File: src/rtl/vga_timing_pkg.sv
// Shared raster timing types, default 640x480@60 timing and counter-width helpers
// for the VGA scan-position generator.
package vga_timing_pkg;

  typedef struct packed {
    int active;
    int fp;
    int sync;
    int bp;
  } vga_timing_t;

  localparam vga_timing_t VGA_640X480_H = '{active: 640, fp: 16, sync: 96, bp: 48};
  localparam vga_timing_t VGA_640X480_V = '{active: 480, fp: 10, sync: 2, bp: 33};

  function automatic int total(vga_timing_t t);
    return t.active + t.fp + t.sync + t.bp;
  endfunction

  function automatic int cw(int h, int v);
    return $clog2((h > v) ? h : v);
  endfunction

  // Index width that stays at least one bit for degenerate sizes of 1.
  function automatic int idx_w(int n);
    return (n > 1) ? $clog2(n) : 1;
  endfunction

  function automatic bit is_pow2(int n);
    return (n > 0) && ((n & (n - 1)) == 0);
  endfunction

endpackage

File: src/rtl/vga_scan_timing_if.sv
// Scan-position bundle from the raster generator to the framebuffer/font stages;
// the consumer drives the enable (pixel-clock stall).
interface vga_scan_timing_if #(
  parameter int CW  = 10,
  parameter int GCW = 3,
  parameter int GRW = 3
);
  logic           enable;
  logic [CW-1:0]  col;
  logic [CW-1:0]  row;
  logic [CW-1:0]  win_row;
  logic           is_blank;
  logic           is_border;
  logic [GCW-1:0] glyph_col;
  logic [GRW-1:0] glyph_row;
  logic [7:0]     char_col;
  logic [7:0]     char_row;
  logic           vga_hsync;
  logic           vga_vsync;
  logic           blank_d;
  logic           line_start;
  logic           frame_start;
  logic           blink;

  modport master (
    input  enable,
    output col, row, win_row, is_blank, is_border, glyph_col, glyph_row,
           char_col, char_row, vga_hsync, vga_vsync, blank_d,
           line_start, frame_start, blink
  );

  modport slave (
    output enable,
    input  col, row, win_row, is_blank, is_border, glyph_col, glyph_row,
           char_col, char_row, vga_hsync, vga_vsync, blank_d,
           line_start, frame_start, blink
  );
endinterface

File: src/rtl/vga_sync_delay.sv
// Enabled shift register that lags sync/blank behind the scan position so they line up
// with the framebuffer -> font -> colour pipeline.
module vga_sync_delay #(
  parameter int               WIDTH     = 1,
  parameter int               DEPTH     = 1,
  parameter logic [WIDTH-1:0] RESET_VAL = '0
) (
  input  logic             clk,
  input  logic             rst_n,
  input  logic             en,
  input  logic [WIDTH-1:0] din,
  output logic [WIDTH-1:0] dout
);

  logic [WIDTH-1:0] stage_q [DEPTH];

  always_ff @(posedge clk or negedge rst_n) begin
    if (!rst_n) begin
      for (int i = 0; i < DEPTH; i++) stage_q[i] <= RESET_VAL;
    end else if (en) begin
      stage_q[0] <= din;
      for (int i = 1; i < DEPTH; i++) stage_q[i] <= stage_q[i-1];
    end
  end

  assign dout = stage_q[DEPTH-1];

endmodule

File: src/rtl/vga_scan_timing.sv
// Parametrised raster timing generator: raw col/row, blank/border flags, text-cell
// coordinates with line repeat, delayed syncs, frame/line strobes and cursor blink.
module vga_scan_timing
  import vga_timing_pkg::*;
#(
  parameter int H_ACTIVE     = VGA_640X480_H.active,
  parameter int H_FP         = VGA_640X480_H.fp,
  parameter int H_SYNC       = VGA_640X480_H.sync,
  parameter int H_BP         = VGA_640X480_H.bp,
  parameter int V_ACTIVE     = VGA_640X480_V.active,
  parameter int V_FP         = VGA_640X480_V.fp,
  parameter int V_SYNC       = VGA_640X480_V.sync,
  parameter int V_BP         = VGA_640X480_V.bp,
  parameter bit HSYNC_POL    = 1'b0,
  parameter bit VSYNC_POL    = 1'b0,
  parameter int V_BORDER     = 40,
  parameter int GLYPH_W      = 8,
  parameter int GLYPH_H      = 8,
  parameter int ROW_REPEAT   = 2,
  parameter int PIPE_DEPTH   = 3,
  parameter int BLINK_FRAMES = 16
) (
  input  logic              clk,
  input  logic              reset_n,
  vga_scan_timing_if.master bus
);

  localparam vga_timing_t H_T = '{active: H_ACTIVE, fp: H_FP, sync: H_SYNC, bp: H_BP};
  localparam vga_timing_t V_T = '{active: V_ACTIVE, fp: V_FP, sync: V_SYNC, bp: V_BP};
  localparam int H_TOTAL  = total(H_T);
  localparam int V_TOTAL  = total(V_T);
  localparam int CW       = cw(H_TOTAL, V_TOTAL);
  localparam int GCW      = idx_w(GLYPH_W);
  localparam int GRW      = idx_w(GLYPH_H);
  localparam int RW       = idx_w(ROW_REPEAT);
  localparam int FW       = idx_w(BLINK_FRAMES);
  localparam int HS_START = H_ACTIVE + H_FP;
  localparam int HS_END   = HS_START + H_SYNC;
  localparam int VS_START = V_ACTIVE + V_FP;
  localparam int VS_END   = VS_START + V_SYNC;
  localparam int WIN_END  = V_ACTIVE - V_BORDER;

  localparam logic [CW-1:0]  H_LAST      = CW'(H_TOTAL - 1);
  localparam logic [CW-1:0]  V_LAST      = CW'(V_TOTAL - 1);
  localparam logic [CW-1:0]  BORDER_OFS  = CW'(V_BORDER);
  localparam logic [CW-1:0]  WIN_ROW_RST = CW'(-V_BORDER);
  localparam logic [GCW-1:0] GCOL_LAST   = GCW'(GLYPH_W - 1);
  localparam logic [GRW-1:0] GROW_LAST   = GRW'(GLYPH_H - 1);
  localparam logic [RW-1:0]  REP_LAST    = RW'(ROW_REPEAT - 1);
  localparam logic [FW-1:0]  FCNT_LAST   = FW'(BLINK_FRAMES - 1);
  localparam logic           BORDER_RST  = (V_BORDER > 0);

  if (2 * V_BORDER >= V_ACTIVE) begin : g_bad_border
    $error("vga_scan_timing: 2*V_BORDER must be less than V_ACTIVE");
  end
  if (PIPE_DEPTH < 1 || PIPE_DEPTH > 8) begin : g_bad_depth
    $error("vga_scan_timing: PIPE_DEPTH must be within 1..8");
  end
  if (!is_pow2(GLYPH_W) || !is_pow2(GLYPH_H)) begin : g_bad_glyph
    $error("vga_scan_timing: GLYPH_W and GLYPH_H must be powers of two");
  end
  if (ROW_REPEAT < 1 || BLINK_FRAMES < 1 || V_BORDER < 0) begin : g_bad_misc
    $error("vga_scan_timing: ROW_REPEAT and BLINK_FRAMES must be >= 1, V_BORDER >= 0");
  end

  logic [CW-1:0]  col_q, row_q, win_row_q;
  logic [CW-1:0]  col_n, row_n, win_row_n;
  logic           blank_q, border_q, blank_n, border_n;
  logic [GCW-1:0] gcol_q, gcol_n;
  logic [GRW-1:0] grow_q, grow_n;
  logic [7:0]     ccol_q, ccol_n, crow_q, crow_n;
  logic [RW-1:0]  rep_q, rep_n;
  logic [FW-1:0]  fcnt_q, fcnt_n;
  logic           blink_q, blink_n;
  logic           ls_q, ls_n, fs_q, fs_n;
  logic           started_q, started_n;
  logic           in_window, col_active;
  logic           hs_lvl, vs_lvl;
  logic [2:0]     pipe_q;

  assign in_window  = (int'(row_q) >= V_BORDER) && (int'(row_q) < WIN_END);
  assign col_active = int'(col_q) < H_ACTIVE;

  // The first enabled cycle after reset presents pixel (0,0) with both strobes
  // instead of advancing, so consumers always see a frame_start before pixel data.
  always_comb begin
    col_n     = col_q;
    row_n     = row_q;
    gcol_n    = gcol_q;
    ccol_n    = ccol_q;
    rep_n     = rep_q;
    grow_n    = grow_q;
    crow_n    = crow_q;
    fcnt_n    = fcnt_q;
    blink_n   = blink_q;
    started_n = started_q;
    ls_n      = 1'b0;
    fs_n      = 1'b0;
    if (bus.enable) begin
      if (!started_q) begin
        started_n = 1'b1;
        ls_n      = 1'b1;
        fs_n      = 1'b1;
      end else if (col_q == H_LAST) begin
        col_n  = '0;
        gcol_n = '0;
        ccol_n = '0;
        ls_n   = 1'b1;
        if (row_q == V_LAST) begin
          row_n  = '0;
          rep_n  = '0;
          grow_n = '0;
          crow_n = '0;
          fs_n   = 1'b1;
        end else begin
          row_n = row_q + CW'(1);
          if (in_window) begin
            if (rep_q == REP_LAST) begin
              rep_n = '0;
              if (grow_q == GROW_LAST) begin
                grow_n = '0;
                crow_n = crow_q + 8'd1;
              end else begin
                grow_n = grow_q + GRW'(1);
              end
            end else begin
              rep_n = rep_q + RW'(1);
            end
          end
        end
      end else begin
        col_n = col_q + CW'(1);
        if (col_active) begin
          if (gcol_q == GCOL_LAST) begin
            gcol_n = '0;
            ccol_n = ccol_q + 8'd1;
          end else begin
            gcol_n = gcol_q + GCW'(1);
          end
        end
      end
      if (fs_n) begin
        if (fcnt_q == FCNT_LAST) begin
          fcnt_n  = '0;
          blink_n = !blink_q;
        end else begin
          fcnt_n = fcnt_q + FW'(1);
        end
      end
    end
    blank_n   = (int'(col_n) >= H_ACTIVE) || (int'(row_n) >= V_ACTIVE);
    border_n  = !blank_n && ((int'(row_n) < V_BORDER) || (int'(row_n) >= WIN_END));
    win_row_n = row_n - BORDER_OFS;
  end

  always_ff @(posedge clk or negedge reset_n) begin
    if (!reset_n) begin
      col_q     <= '0;
      row_q     <= '0;
      win_row_q <= WIN_ROW_RST;
      blank_q   <= 1'b0;
      border_q  <= BORDER_RST;
      gcol_q    <= '0;
      ccol_q    <= '0;
      rep_q     <= '0;
      grow_q    <= '0;
      crow_q    <= '0;
      fcnt_q    <= '0;
      blink_q   <= 1'b0;
      ls_q      <= 1'b0;
      fs_q      <= 1'b0;
      started_q <= 1'b0;
    end else begin
      col_q     <= col_n;
      row_q     <= row_n;
      win_row_q <= win_row_n;
      blank_q   <= blank_n;
      border_q  <= border_n;
      gcol_q    <= gcol_n;
      ccol_q    <= ccol_n;
      rep_q     <= rep_n;
      grow_q    <= grow_n;
      crow_q    <= crow_n;
      fcnt_q    <= fcnt_n;
      blink_q   <= blink_n;
      ls_q      <= ls_n;
      fs_q      <= fs_n;
      started_q <= started_n;
    end
  end

  // Undelayed sync levels come straight from the registered position.
  assign hs_lvl = ((int'(col_q) >= HS_START) && (int'(col_q) < HS_END)) ? HSYNC_POL : !HSYNC_POL;
  assign vs_lvl = ((int'(row_q) >= VS_START) && (int'(row_q) < VS_END)) ? VSYNC_POL : !VSYNC_POL;

  vga_sync_delay #(
    .WIDTH     (3),
    .DEPTH     (PIPE_DEPTH),
    .RESET_VAL ({!HSYNC_POL, !VSYNC_POL, 1'b1})
  ) u_sync_delay (
    .clk   (clk),
    .rst_n (reset_n),
    .en    (bus.enable),
    .din   ({hs_lvl, vs_lvl, blank_q | border_q}),
    .dout  (pipe_q)
  );

  assign bus.col         = col_q;
  assign bus.row         = row_q;
  assign bus.win_row     = win_row_q;
  assign bus.is_blank    = blank_q;
  assign bus.is_border   = border_q;
  assign bus.glyph_col   = gcol_q;
  assign bus.glyph_row   = grow_q;
  assign bus.char_col    = ccol_q;
  assign bus.char_row    = crow_q;
  assign bus.vga_hsync   = pipe_q[2];
  assign bus.vga_vsync   = pipe_q[1];
  assign bus.blank_d     = pipe_q[0];
  assign bus.line_start  = ls_q;
  assign bus.frame_start = fs_q;
  assign bus.blink       = blink_q;

endmodule
File: src/flat_wrapper.sv
// flat-port wrapper written by rule: the top's interface ports become plain ports
module vga_scan_timing_flat import vga_timing_pkg::*;
#(
  parameter int H_ACTIVE     = VGA_640X480_H.active,
  parameter int H_FP         = VGA_640X480_H.fp,
  parameter int H_SYNC       = VGA_640X480_H.sync,
  parameter int H_BP         = VGA_640X480_H.bp,
  parameter int V_ACTIVE     = VGA_640X480_V.active,
  parameter int V_FP         = VGA_640X480_V.fp,
  parameter int V_SYNC       = VGA_640X480_V.sync,
  parameter int V_BP         = VGA_640X480_V.bp,
  parameter bit HSYNC_POL    = 1'b0,
  parameter bit VSYNC_POL    = 1'b0,
  parameter int V_BORDER     = 40,
  parameter int GLYPH_W      = 8,
  parameter int GLYPH_H      = 8,
  parameter int ROW_REPEAT   = 2,
  parameter int PIPE_DEPTH   = 3,
  parameter int BLINK_FRAMES = 16
)
  (clk, reset_n, bus_enable, bus_col, bus_row, bus_win_row, bus_is_blank, bus_is_border, bus_glyph_col, bus_glyph_row, bus_char_col, bus_char_row, bus_vga_hsync, bus_vga_vsync, bus_blank_d, bus_line_start, bus_frame_start, bus_blink);
  vga_scan_timing_if bus_i ();
  input  logic clk;
  input  logic reset_n;
  input wire logic [$bits(bus_i.enable)-1:0] bus_enable;
  output wire logic [$bits(bus_i.col)-1:0] bus_col;
  output wire logic [$bits(bus_i.row)-1:0] bus_row;
  output wire logic [$bits(bus_i.win_row)-1:0] bus_win_row;
  output wire logic [$bits(bus_i.is_blank)-1:0] bus_is_blank;
  output wire logic [$bits(bus_i.is_border)-1:0] bus_is_border;
  output wire logic [$bits(bus_i.glyph_col)-1:0] bus_glyph_col;
  output wire logic [$bits(bus_i.glyph_row)-1:0] bus_glyph_row;
  output wire logic [$bits(bus_i.char_col)-1:0] bus_char_col;
  output wire logic [$bits(bus_i.char_row)-1:0] bus_char_row;
  output wire logic [$bits(bus_i.vga_hsync)-1:0] bus_vga_hsync;
  output wire logic [$bits(bus_i.vga_vsync)-1:0] bus_vga_vsync;
  output wire logic [$bits(bus_i.blank_d)-1:0] bus_blank_d;
  output wire logic [$bits(bus_i.line_start)-1:0] bus_line_start;
  output wire logic [$bits(bus_i.frame_start)-1:0] bus_frame_start;
  output wire logic [$bits(bus_i.blink)-1:0] bus_blink;
  assign bus_i.enable = bus_enable;
  assign bus_col = bus_i.col;
  assign bus_row = bus_i.row;
  assign bus_win_row = bus_i.win_row;
  assign bus_is_blank = bus_i.is_blank;
  assign bus_is_border = bus_i.is_border;
  assign bus_glyph_col = bus_i.glyph_col;
  assign bus_glyph_row = bus_i.glyph_row;
  assign bus_char_col = bus_i.char_col;
  assign bus_char_row = bus_i.char_row;
  assign bus_vga_hsync = bus_i.vga_hsync;
  assign bus_vga_vsync = bus_i.vga_vsync;
  assign bus_blank_d = bus_i.blank_d;
  assign bus_line_start = bus_i.line_start;
  assign bus_frame_start = bus_i.frame_start;
  assign bus_blink = bus_i.blink;
  vga_scan_timing #(.H_ACTIVE(H_ACTIVE), .H_FP(H_FP), .H_SYNC(H_SYNC), .H_BP(H_BP), .V_ACTIVE(V_ACTIVE), .V_FP(V_FP), .V_SYNC(V_SYNC), .V_BP(V_BP), .HSYNC_POL(HSYNC_POL), .VSYNC_POL(VSYNC_POL), .V_BORDER(V_BORDER), .GLYPH_W(GLYPH_W), .GLYPH_H(GLYPH_H), .ROW_REPEAT(ROW_REPEAT), .PIPE_DEPTH(PIPE_DEPTH), .BLINK_FRAMES(BLINK_FRAMES)) u_core (.clk(clk), .reset_n(reset_n), .bus(bus_i));
endmodule
File: config.mk
export PLATFORM = sky130hd
export DESIGN_NAME = vga_scan_timing_flat
export DESIGN_NICKNAME = d
export VERILOG_FILES = /design/src/rtl/vga_timing_pkg.sv /design/src/rtl/vga_scan_timing_if.sv /design/src/rtl/vga_sync_delay.sv /design/src/rtl/vga_scan_timing.sv /design/src/flat_wrapper.sv
export SDC_FILE = /design/constraint.sdc
export NUM_CORES = 1
export LEC_CHECK = 0
export ABC_AREA = 1
export BUFFER_PORTS_ARGS = -buffer_cell sky130_fd_sc_hd__buf_2
export CORE_AREA = 2 2 113 115
export DETAILED_ROUTE_END_ITERATION = 8
export DIE_AREA = 0 0 115 117
export PLACE_DENSITY = 0.44
export SLEW_MARGIN = 20
export SYNTH_ARGS = -nofsm -noshare
export SYNTH_HDL_FRONTEND = slang
export SYNTH_SLANG_ARGS = --single-unit
File: constraint.sdc
create_clock -name clk -period 2.42 [get_ports clk]
set_clock_uncertainty 0.15 [all_clocks]
set_input_delay 0.484 -clock clk [delete_from_list [all_inputs] [get_ports clk]]
set_output_delay 0.484 -clock clk [all_outputs]
set_load 0.01 [all_outputs]
# Word level (Yosys, flattened, before mapping)
# Cells that the tools add are included.
dict set report totals {
  output_inout_bits 60
  latch_bits 0
  wordCells 99
  in_bits 3
  ramBits 0
  rom_bits 0
  ff_bits 72
  memories 0
}
dict set report classes {
  mul 0
  div_mod_pow 0
  bitwise_logic 1
  reduce_logical 20
  shifts 0
  add_sub_neg 9
  magnitude_cmp 11
  mux 35
  eq_ne 5
}
# op n
set ops {}
lappend ops {{$mux W10} 7}
lappend ops {{$mux W8} 7}
lappend ops {{$ge A10 B9 Y1 const B} 3}
lappend ops {{$mux W3} 7}
lappend ops {{$add A10 B1 Y10 const B} 2}
lappend ops {{$eq A10 B10 Y1 const B} 2}
lappend ops {{$ge A10 B10 Y1 const B} 2}
lappend ops {{$lt A10 B10 Y1 const B} 2}
lappend ops {{$lt A10 B9 Y1 const B} 2}
lappend ops {{$add A8 B1 Y8 const B} 2}
lappend ops {{$mux W1} 13}
lappend ops {{$ge A10 B6 Y1 const B} 1}
lappend ops {{$lt A10 B6 Y1 const B} 1}
lappend ops {{$reduce_bool A2 Y1} 5}
lappend ops {{$sub A10 B6 Y10 const B} 1}
lappend ops {{$reduce_and A4 Y1} 2}
lappend ops {{$add A3 B1 Y3 const B} 2}
lappend ops {{$eq A3 B3 Y1 const B} 2}
lappend ops {{$reduce_and A3 Y1} 2}
lappend ops {{$reduce_and A6 Y1} 1}
lappend ops {{$reduce_and A5 Y1} 1}
lappend ops {{$add A4 B1 Y4 const B} 1}
lappend ops {{$eq A4 B4 Y1 const B} 1}
lappend ops {{$logic_and A1 B1 Y1} 4}
lappend ops {{other kinds (6)} 8}

# Logic depth before layout (Yosys ltp)
# Gate-level depths: netlist of the first run.
dict set report depth {
  ltp_word 9
  mapped_depth 15
  mapped_depth_nobuf 15
}

# Hierarchy
# Synthesis of the first run repeated with hierarchy kept, for this count alone.
dict set report hier_totals {
  hier_cells 463
  area_unflattened_um2 3757.4
}
# mod cells_per_inst instances seq_area_each_um2 area_per_inst_um2
set by_module_without_submodules {}
lappend by_module_without_submodules {vga_scan_timing 422 1 1510.2 3382.0}
lappend by_module_without_submodules {vga_sync_delay 41 1 236.5 375.4}

# Worst setup path before layout of the first run
# Ideal clock, no wire load.
dict set report synth_path {
  kind {reg-to-reg}
  startpoint {register u_core.col_q[0] (netlist: u_core.bus.col[0])}
  endpoint {register u_core.win_row_q[9] (netlist: u_core.bus.win_row[9])}
  arrival_time_ns 2.053
  path_slack_ns 0.132
  period_less_slack_ns 2.288
  setup_time_ns 0.085
  path_buffers 1
  required_ns 2.185
  path_stages_with_launch 14
  path_cell_list {dfrtp_1 -> ha_1 -> nand2_2 -> nor2_8 -> nand3_4 -> nor2_8 -> buf_8 -> nand2_1 -> nand2_2 -> nand3_2 -> ha_1 -> o21ai_2 -> nor3_2 -> xor2_1}
}
dict set report synth_between {
  elab_chain_len 5
}
# item line_no
set synth_lines {}
lappend synth_lines {{start, declared} vga_scan_timing.sv:66} ;# logic [CW-1:0] col_q, row_q, win_row_q;
lappend synth_lines {{start signal, assigned} vga_scan_timing.sv:174} ;# col_q <= col_n;
lappend synth_lines {{$eq A10 B10 Y1} vga_scan_timing.sv:104} ;# end else if (col_q == H_LAST) begin
lappend synth_lines {{$mux W10} vga_scan_timing.sv:104}
lappend synth_lines {{$mux W10} vga_scan_timing.sv:100} ;# if (!started_q) begin
lappend synth_lines {{$mux W10} vga_scan_timing.sv:99} ;# if (bus.enable) begin
lappend synth_lines {{$sub A10 B6 Y10} vga_scan_timing.sv:153} ;# win_row_n = row_n - BORDER_OFS;
lappend synth_lines {{named net u_core.win_row_n[9]} vga_scan_timing.sv:67} ;# logic [CW-1:0] col_n, row_n, win_row_n;
lappend synth_lines {{end signal, assigned} vga_scan_timing.sv:176} ;# win_row_q <= win_row_n;
lappend synth_lines {{end, declared} vga_scan_timing.sv:66}
# The timed path passes the listed nets, and every way through them passes these cells.
# A chain may end at the register's enable or synchronous reset.

# Worst setup path in the final report of the first run
dict set report layout_path {
  startpoint {register u_core.row_q[0] (netlist: u_core.bus.row[0])}
  endpoint {register u_core.win_row_q[9] (netlist: u_core.bus.win_row[9])}
}
dict set report layout_between {
  elab_chain_len 6
  elab_cells_between_ends 7
  classes_between {add/sub (2); eq/ne (1); mux (4)}
}
# item line_no
set layout_lines {}
lappend layout_lines {{start, declared} vga_scan_timing.sv:66}
lappend layout_lines {{start signal, assigned} vga_scan_timing.sv:175} ;# row_q <= row_n;
lappend layout_lines {{$add A10 B1 Y10 / $eq A10 B10 Y1 (equally long branches)} {vga_scan_timing.sv:116, vga_scan_timing.sv:109}}
lappend layout_lines {{$mux W10 (*)} vga_scan_timing.sv:109} ;# if (row_q == V_LAST) begin
lappend layout_lines {{$mux W10 (*)} vga_scan_timing.sv:104}
lappend layout_lines {{$mux W10 (*)} vga_scan_timing.sv:100}
lappend layout_lines {{$mux W10 (*)} vga_scan_timing.sv:99}
lappend layout_lines {{named net u_core.row_n[8]} vga_scan_timing.sv:67}
lappend layout_lines {{$sub A10 B6 Y10 (*)} vga_scan_timing.sv:153}
lappend layout_lines {{named net u_core.win_row_n[9]} vga_scan_timing.sv:67}
# The timed path passes the listed nets; every way through them passes the cells marked *.

==> flow_metrics.py, run 1 <==
metrics = {
    "synth": {
        "ys_warn_count": 0,
        "avgSynthCellArea_um2": 8.36,
        "synth_common_cells": "nand2_1 (116), dfrtp_1 (53), inv_1 (50)",
        "syn_nets": 458,
        "synth.distinct_cells": 41,
        "synth_seq_cells": 69,
        "syn-cell-area_um2": 3700,
        "synthFlopType": "dfrtp_1",
        "synth_cells": 443,
        "ys_async_sr_fraction_pct": 100,
        "synth_edf_count": 0,
        "seq_area_frac_synth_pct": 47.2,
        "synth_area_leaders": "dfrtp_1 (36%), nand2_1 (12%), dfstp_2 (11%), nand3_1 (5.5%), inv_1 (5.1%)",
        "synth_top_area_cell": "dfrtp_1",
        "synth_top_cell_area_share_pct": 35.8,
        "yosysMostFrequentCell": "nand2_1",
    },
    "grt": {
        "overflow": 0,
        "antenna_found_initial": 0,
        "grt_max_degree": 29,
        "grt_pass1_wl_mm": 15.2,
        "grt_pass1_vias": 3138,
        "track_usage_pct": 14.6,
    },
    "timing": {
        "finalSetupViolCount": 0,
        "worst_slew_pin_slew_ns": 0.550,
        "period_minus_slack_ns": 2.28,
        "hold_ws_ns": -0.00834,
        "slew_violations": 0,
        "max_slew_margin_pct": 63.3,
        "finalHoldViolCount": 14,
        "fmax_mhz": 439,
        "period_share_pct": 94.1,
        "tns_ns": 0,
    },
    "cells_and_area": {
        "diodes": 0,
        "finalInstanceArea_um2": 4760,
        "fin_cells": 694,
        "drive_gt1_share_pct": 31.3,
        "final_nets": 554,
        "fin_util_pct": 38.7,
        "area_growth_pct": 28.7,
    },
    "clock_network": {
        "cts_root_buf": "clkbuf_16",
        "cts_max_level": 3,
        "clk_latency_ns": 0.33,
        "numCtsBuffers": 9,
        "cts_tree": "built",
        "ctsHoldBuffers": 0,
        "clock_path_buffers": 2,
        "cts_sinks": 69,
        "clkTransAtPathRegs_ns": 0.06,
    },
    "routing": {
        "vias_per_cell": 4.59,
        "drt_iter0_markers": 164,
        "vias": 3182,
        "final_antenna_net_count": 0,
        "drc": 0,
        "wl_per_cell_um": 13.3,
        "finalWirelength_mm": 9.22,
        "first_pass_iters": 4,
    },
    "placed_design": {
        "dp.cells": 671,
        "post_dp_cell_area_um2": 4350,
        "portBuffers": 62,
        "dp_hpwl_mm": 6.86,
        "globalplace.congestion": 0.853,
    },
    "pwr": {
        "power_leakage_uw": 0.00247,
        "comb_power_share_pct": 17.8,
        "internal-power_uw": 2450,
        "sw_frac_of_total_pct": 28.2,
        "p_per_area_nw_per_um2": 716,
        "p_switching_uw": 962,
        "worst_ir_drop_vdd_v": 0.000279,
        "power_frac_clock_pct": 41.7,
        "seq_power_share_pct": 40.6,
    },
    "setup_path": {
        "worstSetupStartpointType": "flop",
        "required_ns": 2.52,
        "worst_r2r_endpoint": "u_core.bus.win_row[9]",
        "r2r_cells": 10,
        "cp.arrival_ns": 2.38,
        "worst-setup-path-type": "flop to flop",
        "crit_path_end_kind": "flop",
        "critPathMaxFanout": 4,
        "r2r-start": "u_core.bus.row[0]",
        "r2r_slack_ns": 0.14,
    },
    "status": {
        "violations": "hold timing",
        "outcome": "complete, but fails checks",
    },
    "floorplan": {
        "die-area_um2": 13500,
        "rows": 41,
        "dieHeight_um": 117,
        "core_um2": 12300,
        "initial_core_util_pct": 30.1,
        "pin_count": 63,
        "fp.dieW_um": 115,
    },
    "run": {
        "maxCapViolations": 0,
    },
    "hold_path": {
        "hold_class": "primary input to async pin",
    },
}
layer usage:
layer | vias up | track usage, % | wire (um)
li1 | 1627 | - | -
met1 | 1500 | 19.1 | 4510
met2 | 49 | 23.9 | 4330
met3 | 6 | 3.30 | 296
met4 | 0 | 4.90 | 82
met5 | - | 0 | 0
power groups by stage:
| stage | sequential [uW] | clock [uW] | combinational [uW] |
|---|---|---|---|
| 6_report | 1390 | 1420 | 606 |
| 5_1_grt | 1410 | 1530 | 685 |
| 4_1_cts | 1390 | 1470 | 603 |
| 3_5_place_dp | 1410 | 0 | 599 |
| 3_3_place_gp | 1400 | 0 | 592 |
| 2_1_floorplan | 1460 | 0 | 292 |
registers in the layout, indices dropped and copies added (netlist names):
| signal | cells |
|---|---|
| u_core.bus.char_col | 8 |
| u_core.bus.glyph_row | 3 |
| u_core.u_sync_delay.dout | 3 |
| u_core.bus.glyph_col | 3 |
| u_core.rep_q | 1 |
| u_core.bus.is_border | 1 |
| u_core.fcnt_q | 4 |
| u_core.bus.frame_start | 1 |
| u_core.bus.char_row | 8 |
| u_core.bus.row | 10 |
| u_core.bus.blink | 1 |
| u_core.started_q | 1 |
| u_core.bus.win_row | 7 |
| u_core.bus.line_start | 1 |
| u_core.u_sync_delay.stage_q | 6 |
| u_core.bus.col | 10 |
| u_core.bus.is_blank | 1 |
repair_timing:
| action | 4_1_cts | 5_1_grt |
|---|---|---|
| endpoints found under the setup margin | 1 | 5 |
| setup buffers | 0 | 7 |
| resized for setup | 1 | 10 |
| pin swaps | 0 | 6 |
through the flow:
step           worst slack [ns]  power, uW
2_1_floorplan             0.132       1750
3_3_place_gp             0.0173       1990
3_5_place_dp            -0.0278       2010
4_1_cts                  0.0555       3460
5_1_grt                 -0.0117       3630
6_report                  0.142       3410
area by class of cell:
cell class              count  area (um^2)
repair buffers             93          568
clock buffers              10          239
clock inverters             6         86.3
fillers                  1290         7550
well taps                 150          188
flip-flops and latches     69         1750
inverters                  59          221
multi-input cells         307         1710
logic make-up after synthesis:
family                     Yosys count  share of synthesized area [%]
AOI/OAI and AO/OA                   41                           5.95
and+or+nand+nor                    238                           31.5
adders and majority gates           12                           4.06
xor gates and xnor gates            16                           3.78
buffers and inverters               67                           7.54
DFF                                 69                           47.2
worst max-delay path by stage:
stage,slack [ns],from,to
6_report,0.14,u_core.bus.row[0],u_core.bus.win_row[9]
2_1_floorplan,0.13,u_core.bus.col[0],u_core.bus.win_row[9]
4_1_cts,0.06,u_core.bus.row[1],u_core.bus.win_row[9]
5_1_grt,-0.01,u_core.bus.row[0],u_core.bus.win_row[9]
3_3_place_gp,0.02,u_core.bus.row[1],u_core.bus.win_row[9]
3_5_place_dp,-0.03,u_core.bus.row[1],u_core.bus.win_row[9]
layout by cell type, fill, tap and decap left out, types with 2 or more instances in the layout:
master / netlist / final
nand3_2: 3 / 2
nor2_8: 2 / 2
nand2_2: 9 / 11
buf_2: 1 / 62
nand4_1: 7 / 7
o21ai_1: 2 / 2
inv_1: 50 / 49
buf_12: 0 / 2
nor3_1: 8 / 8
ha_2: 0 / 3
nand3_4: 1 / 2
nand2_1: 116 / 113
ha_1: 12 / 9
nor2_4: 2 / 2
o21ai_0: 18 / 18
nor4_1: 3 / 3
buf_4: 4 / 29
clkinv_2: 0 / 2
clkbuf_16: 0 / 9
xor2_1: 11 / 11
or2_2: 2 / 2
dfrtp_1: 53 / 52
nor2_1: 32 / 32
nor2_2: 4 / 4
bufinv_16: 0 / 2
a21oi_1: 15 / 15
nand3_1: 41 / 41
inv_2: 7 / 8
clkinv_1: 2 / 2
xnor2_1: 5 / 5
dfstp_2: 16 / 16
worst max-delay path: stages, from the launching register on:
cell and delay (ns):
dfrtp_1 0.43, inv_1 0.09, ha_2 0.19, nand3_1 0.13, nor4_4 0.31, nand2_2 0.19, buf_4 0.18, nand3_2 0.10
inv_2 0.07, nor3_2 0.19, xor2_1 0.17
No activity file was read; power rests on OpenSTA's default activity.
==> run 2: changes to the inputs <==
- PLACE_DENSITY: 0.44 -> 0.46
- clock period: 2.42 -> 1.9 ns (I/O delays scaled with it)
==> flow_metrics.py, run 2 (synthesis gave the netlist of run 1 again) <==
metrics = {
    "routing": {
        "wl_per_cell_um": 12.7,
        "drc": 0,
        "drt_iter0_markers": 172,
        "first_pass_iters": 4,
        "vias_per_cell": 4.54,
        "finalWirelength_mm": 9.70,
        "vias": 3467,
        "final_antenna_net_count": 0,
    },
    "timing": {
        "fmax_mhz": 483,
        "period_share_pct": 109,
        "slew_violations": 0,
        "postLayoutSetupSlackWorst_ns": -0.172,
        "max_slew_margin_pct": 67.6,
        "finalSetupViolCount": 23,
        "finalHoldViolCount": 0,
        "tns_ns": -2.12,
        "worst_slew_pin_slew_ns": 0.481,
        "period_minus_slack_ns": 2.07,
        "rsz0062_at_grt": "yes",
    },
    "setup_path": {
        "required_ns": 2.03,
        "r2r-start": "u_core.bus.col[0]",
        "worst-setup-path-type": "flop to flop",
        "worstSetupStartpointType": "flop",
        "r2r_cells": 13,
        "r2r_slack_ns": -0.17,
        "critPathMaxFanout": 5,
        "cp.arrival_ns": 2.20,
        "worst_r2r_endpoint": "u_core.bus.is_border",
        "crit_path_end_kind": "flop",
    },
    "placed_design": {
        "portBuffers": 62,
        "globalplace.congestion": 0.829,
        "dp_hpwl_mm": 7.05,
        "post_dp_cell_area_um2": 4880,
    },
    "pwr": {
        "internal-power_uw": 3380,
        "power_frac_clock_pct": 41.1,
        "comb_power_share_pct": 21.1,
        "sw_frac_of_total_pct": 27.6,
        "power_uw": 4670,
        "p_switching_uw": 1290,
        "p_per_area_nw_per_um2": 848,
        "worst_ir_drop_vdd_v": 0.000481,
        "seq_power_share_pct": 37.8,
        "power_leakage_uw": 0.00283,
    },
    "grt": {
        "antenna_found_initial": 0,
        "grt_max_degree": 70,
        "grt_pass1_vias": 3124,
        "overflow": 0,
        "grt_pass1_wl_mm": 15.6,
        "track_usage_pct": 15.1,
    },
    "hold_path": {
        "hold_class": "flop to flop",
        "min_from": "u_core.bus.blink",
        "whs_endpoint": "u_core.bus.blink",
        "holdPathStages": 1,
    },
    "status": {
        "outcome": "complete, but fails checks",
        "violations": "setup timing",
    },
    "cells_and_area": {
        "nFillCells": 1240,
        "diodes": 0,
        "finalInstanceArea_um2": 5500,
        "layout_common_cells": "nand2_1 (101), buf_4 (91), buf_2 (62), dfrtp_1 (51), inv_1 (47)",
        "final_nets": 624,
        "drive_gt1_share_pct": 44.5,
        "area_growth_pct": 48.6,
        "final_common_cell": "nand2_1",
    },
    "clock_network": {
        "numCtsBuffers": 9,
        "cts_root_buf": "clkbuf_16",
        "cts_max_level": 3,
        "clk_latency_ns": 0.34,
        "clkTransAtPathRegs_ns": 0.06,
        "clock_path_buffers": 2,
        "cts_tree": "built",
        "cts_sinks": 69,
    },
    "floorplan": {
        "core_um2": 12300,
        "rows": 41,
        "initial_core_util_pct": 30.1,
        "fp.dieW_um": 115,
        "dieHeight_um": 117,
        "die-area_um2": 13500,
        "pin_count": 63,
    },
    "run": {
        "maxCapViolations": 0,
    },
}
[run 2: cell types whose count changed in the layout (fill, tap and decap cells not counted), sizes merged]
cell / delta
buf: +68
clkbuf: +3
clkinv: -2
clkinvlp: -1
dlygate4sd3: +1
nor2: +1
[run 2: per-stage QoR]
step | setup WS [ns] | utilization (%) | cells | hold slack [ns]
6_report | -0.172 | 44.7 | 764 | 0.307
5_1_grt | -0.306 | 44.7 | 764 | 0.324
4_1_cts | -0.131 | 43.5 | 759 | 0.310
3_5_place_dp | -0.271 | 39.6 | 734 | 0.293
3_3_place_gp | -0.211 | 39.6 | 734 | 0.289
2_1_floorplan | -0.354 | - | 443 | -0.0656
[run 2: timing repair]
action | 4_1_cts | 5_1_grt
hold endpoints to repair | 53 | 0
setup endpoints to repair | 29 | 35
buffers inserted | 7 | 5
cloned | 1 | 0
hold buffers | 1 | 0
pin swaps | 14 | 19
gates resized for setup | 18 | 33
[run 2: layout make-up]
class                      count  area (um^2)  area share [%]
inverter                      59          225            4.09
clock inverter                 3         65.1            1.18
timing repair buffer         162         1120            20.4
tap                          150          188            3.41
multi-input combinational    308         1870            34.1
clock buffer                  13          280            5.09
sequential                    69         1750            31.8
[run 2: worst max-delay path, cell delays in order (launching register included)]
cell and delay (ns):
dfrtp_1 0.39, ha_4 0.16, nand2_4 0.07, nor2_8 0.11
nand3_4 0.14, nor2_8 0.19, buf_4 0.15, nand4_1 0.09
nand3_2 0.13, inv_2 0.07, a21oi_1 0.18, nand3_2 0.10
nand2_1 0.07, inv_1 0.03
[run 2: worst max path at each step]
| stage | startpoint | end | cells after the start | slack, ns |
|---|---|---|---|---|
| final | u_core.bus.col[0] | u_core.bus.is_border | 13 | -0.17 |
| after global routing | u_core.bus.col[0] | u_core.bus.is_border | 13 | -0.31 |
| after CTS | u_core.bus.col[0] | u_core.bus.win_row[9] | 12 | -0.13 |
| after detailed placement | u_core.bus.col[1] | u_core.bus.win_row[9] | 12 | -0.27 |
| after global placement | u_core.bus.col[1] | u_core.bus.win_row[9] | 12 | -0.21 |
| after floorplan | u_core.bus.col[0] | u_core.bus.win_row[9] | 13 | -0.35 |
[run 2: power groups by stage]
stage                     Combinational (uW)  Clock [uW]  Sequential [uW]
after floorplan                          380           0             1860
after global placement                   936           0             1780
after detailed placement                 947           0             1780
after CTS                                973        1980             1760
after global routing                    1090        2040             1790
final                                    984        1920             1770
[run 2: per-layer routing]
metal / vias to the layer above / track usage [%] / routed length, um
li1: 1771 / - / -
met3: 13 / 4.12 / 420
met5: - / 0 / 0
met4: 0 / 5.54 / 152
met1: 1616 / 20.4 / 4690
met2: 67 / 23.5 / 4440
